**config.mk**
```make
export PLATFORM = sky130hd
export DESIGN_NAME = ranging_controller
export DESIGN_NICKNAME = d
export VERILOG_FILES = /design/src/rtl/ranging_controller.sv
export SDC_FILE = /design/constraint.sdc
export NUM_CORES = 1
export LEC_CHECK = 0
export BUFFER_PORTS_ARGS = -buffer_cell sky130_fd_sc_hd__buf_2
export CAP_MARGIN = 10
export CORE_UTILIZATION = 35
export DETAILED_ROUTE_END_ITERATION = 7
export GPL_TIMING_DRIVEN = 0
export HOLD_SLACK_MARGIN = 0.03
export MAX_ROUTING_LAYER = met4
export PLACE_DENSITY = 0.56
export SLEW_MARGIN = 0
export SYNTH_ARGS = -nofsm -noshare
export SYNTH_HDL_FRONTEND = slang
export SYNTH_SLANG_ARGS = --single-unit
```
**constraint.sdc**
```tcl
create_clock -name clk -period 2.81 [get_ports clk]
set_input_delay 0.562 -clock clk [delete_from_list [all_inputs] [get_ports clk]]
set_output_delay 0.562 -clock clk [all_outputs]
set_load 0.1 [all_outputs]
```
**src/rtl/ranging_controller.sv**
```systemverilog
// ranging_controller
//   Drives an ultrasonic ranging sensor once per measurement period: raises the
//   trigger, times the echo pulse and converts its width to a distance. Each
//   result goes into a DEPTH-entry ring buffer. The newest entry and the entry
//   it overwrote are presented to a downstream running averager.
//
// Ports
//   clk           system clock
//   reset_n       asynchronous active-low reset
//   enable        permits new measurements to start
//   echo          sensor echo pin (asynchronous, synchronised here)
//   trig          sensor trigger pin
//   newest        most recently stored distance
//   oldest        entry overwritten by the most recent store (0 before wrap)
//   sample_valid  one-cycle pulse when newest/oldest change
//   timeout       last measurement timed out; held until the next store
//   filled        DEPTH stores completed since reset
module ranging_controller #(
    parameter int unsigned TRIG_CYCLES     = 400,
    parameter int unsigned PERIOD_CYCLES   = 2400000,
    parameter int unsigned TIMEOUT_CYCLES  = 1520000,
    parameter int unsigned CYCLES_PER_UNIT = 2320,
    parameter int unsigned MAX_DIST        = 400,
    parameter int unsigned DEPTH           = 8,
    parameter int unsigned DIST_W          = 12
) (
    input  logic              clk,
    input  logic              reset_n,
    input  logic              enable,
    input  logic              echo,
    output logic              trig,
    output logic [DIST_W-1:0] newest,
    output logic [DIST_W-1:0] oldest,
    output logic              sample_valid,
    output logic              timeout,
    output logic              filled
);

    localparam int unsigned PER_W = $clog2(PERIOD_CYCLES + 1);
    localparam int unsigned TMO_W = $clog2(TIMEOUT_CYCLES + 1);
    localparam int unsigned PRE_W = $clog2(CYCLES_PER_UNIT + 1);
    localparam int unsigned PTR_W = $clog2(DEPTH);
    localparam int unsigned CNT_W = $clog2(DEPTH + 1);

    localparam logic [PER_W-1:0]  PERIOD_LAST = PER_W'(PERIOD_CYCLES - 1);
    localparam logic [PER_W-1:0]  TRIG_LAST   = PER_W'(TRIG_CYCLES - 1);
    localparam logic [TMO_W-1:0]  TMO_LAST    = TMO_W'(TIMEOUT_CYCLES - 1);
    localparam logic [PRE_W-1:0]  PRE_LAST    = PRE_W'(CYCLES_PER_UNIT - 1);
    localparam logic [DIST_W-1:0] MAX_D       = DIST_W'(MAX_DIST);
    localparam logic [CNT_W-1:0]  CNT_FULL    = CNT_W'(DEPTH);

    localparam logic [2:0] S_IDLE  = 3'd0;
    localparam logic [2:0] S_TRIG  = 3'd1;
    localparam logic [2:0] S_WAIT  = 3'd2;
    localparam logic [2:0] S_MEAS  = 3'd3;
    localparam logic [2:0] S_STORE = 3'd4;
    localparam logic [2:0] S_HOLD  = 3'd5;

    logic [2:0]        state_q,   state_d;
    logic              echo_s1_q, echo_s2_q;
    logic [PER_W-1:0]  period_q,  period_d;
    logic [TMO_W-1:0]  tmo_q,     tmo_d;
    logic [PRE_W-1:0]  pre_q,     pre_d;
    logic [DIST_W-1:0] dcnt_q,    dcnt_d;
    logic [DIST_W-1:0] dist_q,    dist_d;
    logic              flag_q,    flag_d;
    logic [PTR_W-1:0]  wp_q,      wp_d;
    logic [CNT_W-1:0]  cnt_q,     cnt_d;
    logic [DIST_W-1:0] newest_q,  newest_d;
    logic [DIST_W-1:0] oldest_q,  oldest_d;
    logic              sv_q,      sv_d;
    logic              timeout_q, timeout_d;
    logic              filled_q,  filled_d;
    logic              trig_q,    trig_d;
    logic [DIST_W-1:0] mem_q [DEPTH];

    always_comb begin
        state_d   = state_q;
        // The period counter doubles as the trigger-width timer: TRIG always
        // occupies counts 0..TRIG_CYCLES-1 of a period.
        if (state_q == S_IDLE || period_q == PERIOD_LAST) begin
            period_d = '0;
        end else begin
            period_d = period_q + 1'b1;
        end
        tmo_d     = tmo_q;
        pre_d     = pre_q;
        dcnt_d    = dcnt_q;
        dist_d    = dist_q;
        flag_d    = flag_q;
        wp_d      = wp_q;
        cnt_d     = cnt_q;
        newest_d  = newest_q;
        oldest_d  = oldest_q;
        sv_d      = 1'b0;
        timeout_d = timeout_q;
        filled_d  = filled_q;

        case (state_q)
            S_IDLE: begin
                if (enable) begin
                    state_d = S_TRIG;
                end
            end
            S_TRIG: begin
                if (period_q == TRIG_LAST) begin
                    state_d = S_WAIT;
                    tmo_d   = '0;
                end
            end
            S_WAIT: begin
                tmo_d = tmo_q + 1'b1;
                if (echo_s2_q) begin
                    state_d = S_MEAS;
                    tmo_d   = '0;
                    pre_d   = '0;
                    dcnt_d  = '0;
                end else if (tmo_q == TMO_LAST) begin
                    dist_d  = MAX_D;
                    flag_d  = 1'b1;
                    state_d = S_STORE;
                end
            end
            S_MEAS: begin
                // Every MEASURE cycle is counted, including the one that sees
                // the fall: the rise was seen one cycle before MEASURE began,
                // so this makes the count equal the synchronised echo width.
                tmo_d = tmo_q + 1'b1;
                if (pre_q == PRE_LAST) begin
                    pre_d = '0;
                    if (dcnt_q != MAX_D) begin
                        dcnt_d = dcnt_q + 1'b1;
                    end
                end else begin
                    pre_d = pre_q + 1'b1;
                end
                if (!echo_s2_q) begin
                    dist_d  = dcnt_d;
                    flag_d  = 1'b0;
                    state_d = S_STORE;
                end else if (tmo_q == TMO_LAST) begin
                    dist_d  = MAX_D;
                    flag_d  = 1'b1;
                    state_d = S_STORE;
                end
            end
            S_STORE: begin
                oldest_d  = mem_q[wp_q];
                newest_d  = dist_q;
                timeout_d = flag_q;
                sv_d      = 1'b1;
                wp_d      = wp_q + 1'b1;
                cnt_d     = (cnt_q == CNT_FULL) ? cnt_q : cnt_q + 1'b1;
                filled_d  = (cnt_d == CNT_FULL);
                state_d   = S_HOLD;
            end
            S_HOLD: begin
                if (period_q == PERIOD_LAST) begin
                    state_d = enable ? S_TRIG : S_IDLE;
                end
            end
            default: begin
                state_d = S_IDLE;
            end
        endcase

        trig_d = (state_d == S_TRIG);
    end

    always_ff @(posedge clk or negedge reset_n) begin
        if (!reset_n) begin
            state_q   <= S_IDLE;
            echo_s1_q <= 1'b0;
            echo_s2_q <= 1'b0;
            period_q  <= '0;
            tmo_q     <= '0;
            pre_q     <= '0;
            dcnt_q    <= '0;
            dist_q    <= '0;
            flag_q    <= 1'b0;
            wp_q      <= '0;
            cnt_q     <= '0;
            newest_q  <= '0;
            oldest_q  <= '0;
            sv_q      <= 1'b0;
            timeout_q <= 1'b0;
            filled_q  <= 1'b0;
            trig_q    <= 1'b0;
            for (int unsigned i = 0; i < DEPTH; i++) begin
                mem_q[i] <= '0;
            end
        end else begin
            state_q   <= state_d;
            echo_s1_q <= echo;
            echo_s2_q <= echo_s1_q;
            period_q  <= period_d;
            tmo_q     <= tmo_d;
            pre_q     <= pre_d;
            dcnt_q    <= dcnt_d;
            dist_q    <= dist_d;
            flag_q    <= flag_d;
            wp_q      <= wp_d;
            cnt_q     <= cnt_d;
            newest_q  <= newest_d;
            oldest_q  <= oldest_d;
            sv_q      <= sv_d;
            timeout_q <= timeout_d;
            filled_q  <= filled_d;
            trig_q    <= trig_d;
            if (state_q == S_STORE) begin
                mem_q[wp_q] <= dist_q;
            end
        end
    end

    assign trig         = trig_q;
    assign newest       = newest_q;
    assign oldest       = oldest_q;
    assign sample_valid = sv_q;
    assign timeout      = timeout_q;
    assign filled       = filled_q;

endmodule

```
==> results.py, run 1 <==
metrics = {
    "placed_design": {
        "place_congestion": 0.802,
        "dp.cells": 1298,
        "place_ws_ns": 0.199,
        "io_buffer_count": 31,
        "dp_hpwl_microns": 14900,
    },
    "synthesis": {
        "post_synth_instance_area_sq_um": 10200,
        "synthDistinctLibCells": 57,
        "synthCells": 881,
        "synthFlopType": "dfrtp_1",
        "async_reset_ff_frac": 1.00,
        "ys_top_cells_by_area": "dfrtp_1 (53%), mux2_2 (8.6%), mux4_2 (5.3%)",
        "ys_top_cells_by_count": "dfrtp_1 (216), nand2_1 (88), mux2_2 (78)",
        "synth_edf_count": 0,
        "synth_top_area_share": 0.532,
        "synth-seq-cells": 216,
        "ys_warn_count": 0,
        "syn_nets": 893,
        "yosysSeqAreaShare": 0.532,
        "yosysMostFrequentCell": "dfrtp_1",
        "avgSynthCellArea_sq_um": 11.5,
        "yosys.area.top_type": "dfrtp_1",
    },
    "setup_path": {
        "path_class": "register to register",
        "crit_fanout": 10,
        "r2r_slack_ns": 0.23,
        "cp_common_cell": "buf_2",
        "crit_family": "buffers and inverters",
        "crit_slowest_cell": "clkinv_1",
        "crit_chain": "buf_2 -> nor2_1 -> nand2_1 -> clkinv_1 -> nand4_1 -> buf_2 -> mux2_2",
        "max_stage_delay_ns": 0.44,
        "cp_data_required_time_ns": 3.22,
        "arrival_ns": 2.99,
        "cp.buffers_inverters": 3,
        "critPathCaptureType": "register",
        "start_kind": "register",
    },
    "cts": {
        "cts_tree": "done",
        "cts_root_buf": "clkbuf_16",
        "clkLatencyLatePin_ns": 0.53,
        "cts_sinks": 216,
        "htree_levels": 1,
        "post_cts_resized": 0,
        "cts_buffer_depth": 3,
        "clkTransAtPathRegs_ns": 0.06,
        "cts_buffers": 24,
    },
    "grt": {
        "track_usage": 0.161,
        "grt_max_degree": 81,
        "grt_first_pass_wirelength_microns": 37100,
        "antenna_found_initial": 0,
        "grt_overflow_total": 0,
        "grt_pass1_vias": 7037,
    },
    "run": {
        "drv_cap": 0,
    },
    "final_layout": {
        "n_fill_cell": 2751,
        "antennaDiodeCount": 0,
        "areaGrowthSynthToFinish_pct": 14.9,
        "drive_gt1_frac": 0.214,
        "nets": 953,
        "fin_cells": 1343,
    },
    "floorplanning": {
        "die-area_sq_um": 29700,
        "fp.dieW_microns": 172,
        "core_sq_um": 28600,
        "rows": 62,
        "io_pins": 32,
        "die_height_microns": 172,
        "start_util": 0.355,
    },
    "timing": {
        "finalWorstSetupSlack_ns": 0.231,
        "hold_slack_ns": 0.151,
        "tightest_slew_ns": 1.18,
        "rsz0062_at_grt": "no",
        "min_period_ns": 2.58,
        "finalCritPeriodShare": 0.918,
        "finalClockSkew_ns": 0.0193,
        "setup-violations-final": 0,
        "finalMaxSlewViolations": 0,
        "hold_violations": 0,
        "maxSlewHeadroom": 0.205,
        "fmax_mhz": 388,
    },
    "power_and_ir_drop": {
        "power_leakage_nw": 5.38,
        "ir_worst_vdd_mv": 0.389,
        "power.density_nw_per_um2": 542,
        "power.total_mw": 6.34,
    },
    "route": {
        "wl_per_cell_microns": 16.3,
        "drc_errors": 0,
        "drt_first_pass_iters": 4,
        "wl_microns": 21900,
        "vias_per_cell": 5.13,
        "vias": 6892,
        "drtIter0Drc": 384,
        "drtAntennaViolNets": 0,
    },
    "worst_hold_path": {
        "hold_class": "primary input to register",
    },
    "status": {
        "status": "finished clean",
    },
}
[final timing paths]
check / from / cells past startpoint / endpoint
setup / recovery: state_q[0]$_DFF_PN0_ / 7 / mem_q[31]$_DFFE_PN0P_
hold / removal: echo / 1 / echo_s1_q$_DFF_PN0_
max in group asynchronous: reset_n / 3 / period_q[9]$_DFF_PN0_
hold reg to reg: echo_s1_q$_DFF_PN0_ / 0 / echo_s2_q$_DFF_PN0_
setup reg to reg: state_q[0]$_DFF_PN0_ / 7 / mem_q[31]$_DFFE_PN0P_
min in group asynchronous: reset_n / 2 / filled$_DFFE_PN0P_
[state kept, by name, summed over array words and instances, names as in the netlist]
name and count:
cnt_q 4, echo_s1_q 1, state_q 3, dist_q 12, tmo_q 21, dcnt_q 12, period_q 22, echo_s2_q 1
oldest 12, trig 1, pre_q 12, flag_q 1, filled 1, sample_valid 1, wp_q 3, timeout 1
mem_q 96, newest 12
[layout by cell type (no fill, tap or decap), types with 10 or more instances in the layout]
master and n:
nor3_1 10, mux2_2 78, buf_2 48, xnor2_1 19, mux4_2 24, nor2_1 45, clkbuf_1 31, mux2i_1 13
dfrtp_1 216, a31oi_1 11, clkbuf_16 24, inv_1 19, o21ai_0 48, nand2_1 88, o21ai_1 16, mux2_1 21
nand3_1 28, a22o_1 13, xor2_1 15, nand4_1 21, or3_1 13, a21oi_1 23, and3_1 16
[cell type report]
cell class	instances	area (sq um)	share of cell area
Clock buffer	35	722	0.0618
Inverter	20	75.1	0.00643
Timing Repair Buffer	34	230	0.0197
Buffer	54	244	0.0209
Clock inverter	9	86.3	0.00739
Multi-Input combinational cell	591	4440	0.380
Tap cell	384	480	0.0411
Sequential cell	216	5410	0.463
[stage by stage]
stage	instance area (sq um)	setup TNS, ns	util
final	11700	0	0.408
after global placement	10800	-594.35	0.377
after CTS	11700	0	0.408
after detailed placement	10900	0	0.380
after floorplan	10200	0	-
after global routing	11700	0	0.408
[power by group]
part / total [mW] / switching (mW) / internal [mW]
Clock: 3.15 / 1.27 / 1.87
Sequential: 3.11 / 0.00118 / 3.11
Combinational: 0.0748 / 0.0621 / 0.0126
Total: 6.34 / 1.34 / 5.00
[repair_timing]
item | 4_1_cts | 5_1_grt
endpoints found under the hold margin | 64 | 0
hold buffers | 1 | 0
setup buffers | 0 | 0
[per-layer routing]
metal / share of wire / track usage / routed length, microns / vias to the layer above
met3: 0.028 / 0.0220 / 623 / 33
met5: 0 / - / 0 / -
li1: - / - / - / 3310
met2: 0.47 / 0.261 / 10200 / 87
met4: 0.017 / 0.0369 / 371 / 0
met1: 0.49 / 0.215 / 10600 / 3462
[logic make-up (layout without fill, tap and decap cells)]
group | Yosys count | after routing | share of synthesized area
xor+xnor | 34 | 34 | 0.0293
fa+ha+maj | 8 | 8 | 0.00985
compound gates | 138 | 138 | 0.0821
simple gates | 275 | 275 | 0.140
mux | 136 | 136 | 0.176
flops | 216 | 216 | 0.532
buf+inv | 74 | 152 | 0.0314
Power figures use the tool's default switching activity.
==> run 2, diff against run 1 <==
--- a/config.mk
+++ b/config.mk
@@ -7,12 +7,14 @@
 export LEC_CHECK = 0
 export BUFFER_PORTS_ARGS = -buffer_cell sky130_fd_sc_hd__buf_2
 export CAP_MARGIN = 10
+export CELL_PAD_IN_SITES_DETAIL_PLACEMENT = 1
+export CELL_PAD_IN_SITES_GLOBAL_PLACEMENT = 2
 export CORE_UTILIZATION = 35
 export DETAILED_ROUTE_END_ITERATION = 7
 export GPL_TIMING_DRIVEN = 0
 export HOLD_SLACK_MARGIN = 0.03
 export MAX_ROUTING_LAYER = met4
-export PLACE_DENSITY = 0.56
+export PLACE_DENSITY = 0.73
 export SLEW_MARGIN = 0
 export SYNTH_ARGS = -nofsm -noshare
 export SYNTH_HDL_FRONTEND = slang
==> run 2 against run 1 <==
Against the previous run:
- cell area is essentially flat
- clock skew grew 0.0049 ns
- largest power group unchanged
- hold slack lost 0.065 ns
- sequential share of layout area is essentially flat
- sequential cell count is the same
- combinational power shrank 6.6%
- routed wire length grew 10%
- clock-buffer cell count grew 5
- register-to-register slack is essentially flat
- cell count grew 0.15%
- highest routed layer unchanged
==> results.py, run 2 (synthesis results as in run 1) <==
metrics = {
    "placed_design": {
        "place_congestion": 0.763,
        "dp.cells": 1297,
        "place_ws_ns": 0.185,
        "io_buffer_count": 31,
        "dp_hpwl_microns": 16400,
    },
    "cts": {
        "hold_buffers": 0,
        "post_cts_buffers": 0,
        "cts_buffer_depth": 3,
        "cts_tree": "done",
        "cts_root_buf": "clkbuf_16",
        "clkTransAtPathRegs_ns": 0.06,
        "cts_buffers": 26,
        "cts_sinks": 216,
        "clkLatencyLatePin_ns": 0.54,
        "post_cts_resized": 0,
        "htree_levels": 1,
    },
    "timing": {
        "tightest_slew_ns": 0.980,
        "hold_violations": 0,
        "min_period_ns": 2.59,
        "fmax_mhz": 386,
        "finalClockSkew_ns": 0.0242,
        "maxSlewHeadroom": 0.342,
        "setup-violations-final": 0,
        "setup_tns_ns": 0,
        "finalWorstSetupSlack_ns": 0.223,
        "finalCritPeriodShare": 0.921,
        "finalMaxSlewViolations": 0,
        "rsz0062_at_grt": "no",
    },
    "grt": {
        "grt_overflow_total": 0,
        "grt_first_pass_wirelength_microns": 40900,
        "antenna_found_initial": 0,
        "track_usage": 0.178,
        "grt_max_degree": 111,
        "grt_pass1_vias": 7437,
    },
    "setup_path": {
        "path_class": "register to register",
        "critPathCaptureType": "register",
        "crit_fanout": 10,
        "cp_data_required_time_ns": 3.24,
        "start_kind": "register",
        "arrival_ns": 3.01,
    },
    "final_layout": {
        "largest-register": "mem_q",
        "drive_gt1_frac": 0.212,
        "fin_cells": 1345,
        "nets": 954,
        "final_common_cell": "dfrtp_1",
        "antennaDiodeCount": 0,
        "largestRegisters": "mem_q: 96 flops, period_q: 22 flops, tmo_q: 21 flops",
        "areaGrowthSynthToFinish_pct": 15.0,
        "layout_common_cells": "dfrtp_1 (216), nand2_1 (88), mux2_2 (78)",
        "largest_register_ffs": 96,
        "n_fill_cell": 3117,
    },
    "route": {
        "wl_per_cell_microns": 17.9,
        "drt_first_pass_iters": 4,
        "drc_errors": 0,
        "vias": 7016,
        "drtIter0Drc": 336,
        "vias_per_cell": 5.22,
        "drtAntennaViolNets": 0,
        "wl_microns": 24100,
    },
    "power_and_ir_drop": {
        "seq_power_share": 0.481,
        "pwr-share-comb": 0.011,
        "power_frac_clock": 0.509,
        "power_leakage_nw": 5.39,
        "ir_worst_vdd_mv": 0.347,
        "p_switching_mw": 1.38,
        "switching_share": 0.213,
        "power.density_nw_per_um2": 554,
        "p_int_mw": 5.10,
    },
    "floorplanning": {
        "start_util": 0.355,
        "io_pins": 32,
        "die_height_microns": 172,
        "fp.dieW_microns": 172,
        "rows": 62,
        "core_sq_um": 28600,
        "die-area_sq_um": 29700,
    },
    "worst_hold_path": {
        "hold_class": "primary input to async pin",
    },
    "run": {
        "drv_cap": 0,
    },
    "status": {
        "status": "finished clean",
    },
}
==> run 2: worst paths after layout <==
path | startpoint | to | slack, ns | depth (start not counted)
worst max-delay path | state_q[0]$_DFF_PN0_ | mem_q[67]$_DFFE_PN0P_ | 0.22 | 7
worst min register to register | echo_s1_q$_DFF_PN0_ | echo_s2_q$_DFF_PN0_ | 0.36 | 0
min in group clk | echo | echo_s1_q$_DFF_PN0_ | 0.14 | 1
worst max register to register | state_q[0]$_DFF_PN0_ | mem_q[67]$_DFFE_PN0P_ | 0.22 | 7
worst min-delay path | reset_n | cnt_q[0]$_DFFE_PN0P_ | 0.09 | 1
max in group asynchronous | reset_n | sample_valid$_DFF_PN0_ | 1.69 | 2
==> run 2: worst max-delay path, cell delays in order (launching register included) <==
cell and delay (ns):
dfrtp_1 0.37, buf_2 0.24, nor2_1 0.07, nand2_1 0.34, clkinv_1 0.44, nand3_1 0.29
buf_2 0.34, mux2_2 0.38
==> run 2: per-stage QoR <==
step	hold slack (ns)	total power [mW]	utilization	cell area, sq um
2_1_floorplan	0.266	3.17	-	10200
3_3_place_gp	0.337	3.24	0.377	10800
3_5_place_dp	0.352	3.25	0.379	10800
4_1_cts	0.108	6.60	0.408	11700
5_1_grt	0.119	6.71	0.408	11700
6_report	0.0856	6.48	0.408	11700
==> run 2: metal layers <==
metal | GRT usage | vias up | routed length, microns
li1 | - | 3305 | -
met5 | - | - | 0
met2 | 0.297 | 78 | 11900
met3 | 0.0236 | 41 | 567
met4 | 0.0442 | 0 | 507
met1 | 0.229 | 3592 | 11100
==> run 2: power groups by stage <==
stage	clock network [mW]	logic, mW	registers, mW
2_1_floorplan	0	0.00143	3.17
3_3_place_gp	0	0.0695	3.17
3_5_place_dp	0	0.0762	3.17
4_1_cts	3.41	0.0758	3.11
5_1_grt	3.52	0.0837	3.11
6_report	3.29	0.0699	3.11
==> run 2: area by class of cell <==
cell class	instances	area, sq um	area share
plain buffers	54	244	0.0209
clock buffers	40	773	0.0662
clock inverters	7	71.3	0.00610
inverters	20	75.1	0.00642
multi-input cells	591	4440	0.380
flip-flops and latches	216	5410	0.462
well taps	384	480	0.0411
repair buffers	33	198	0.0169
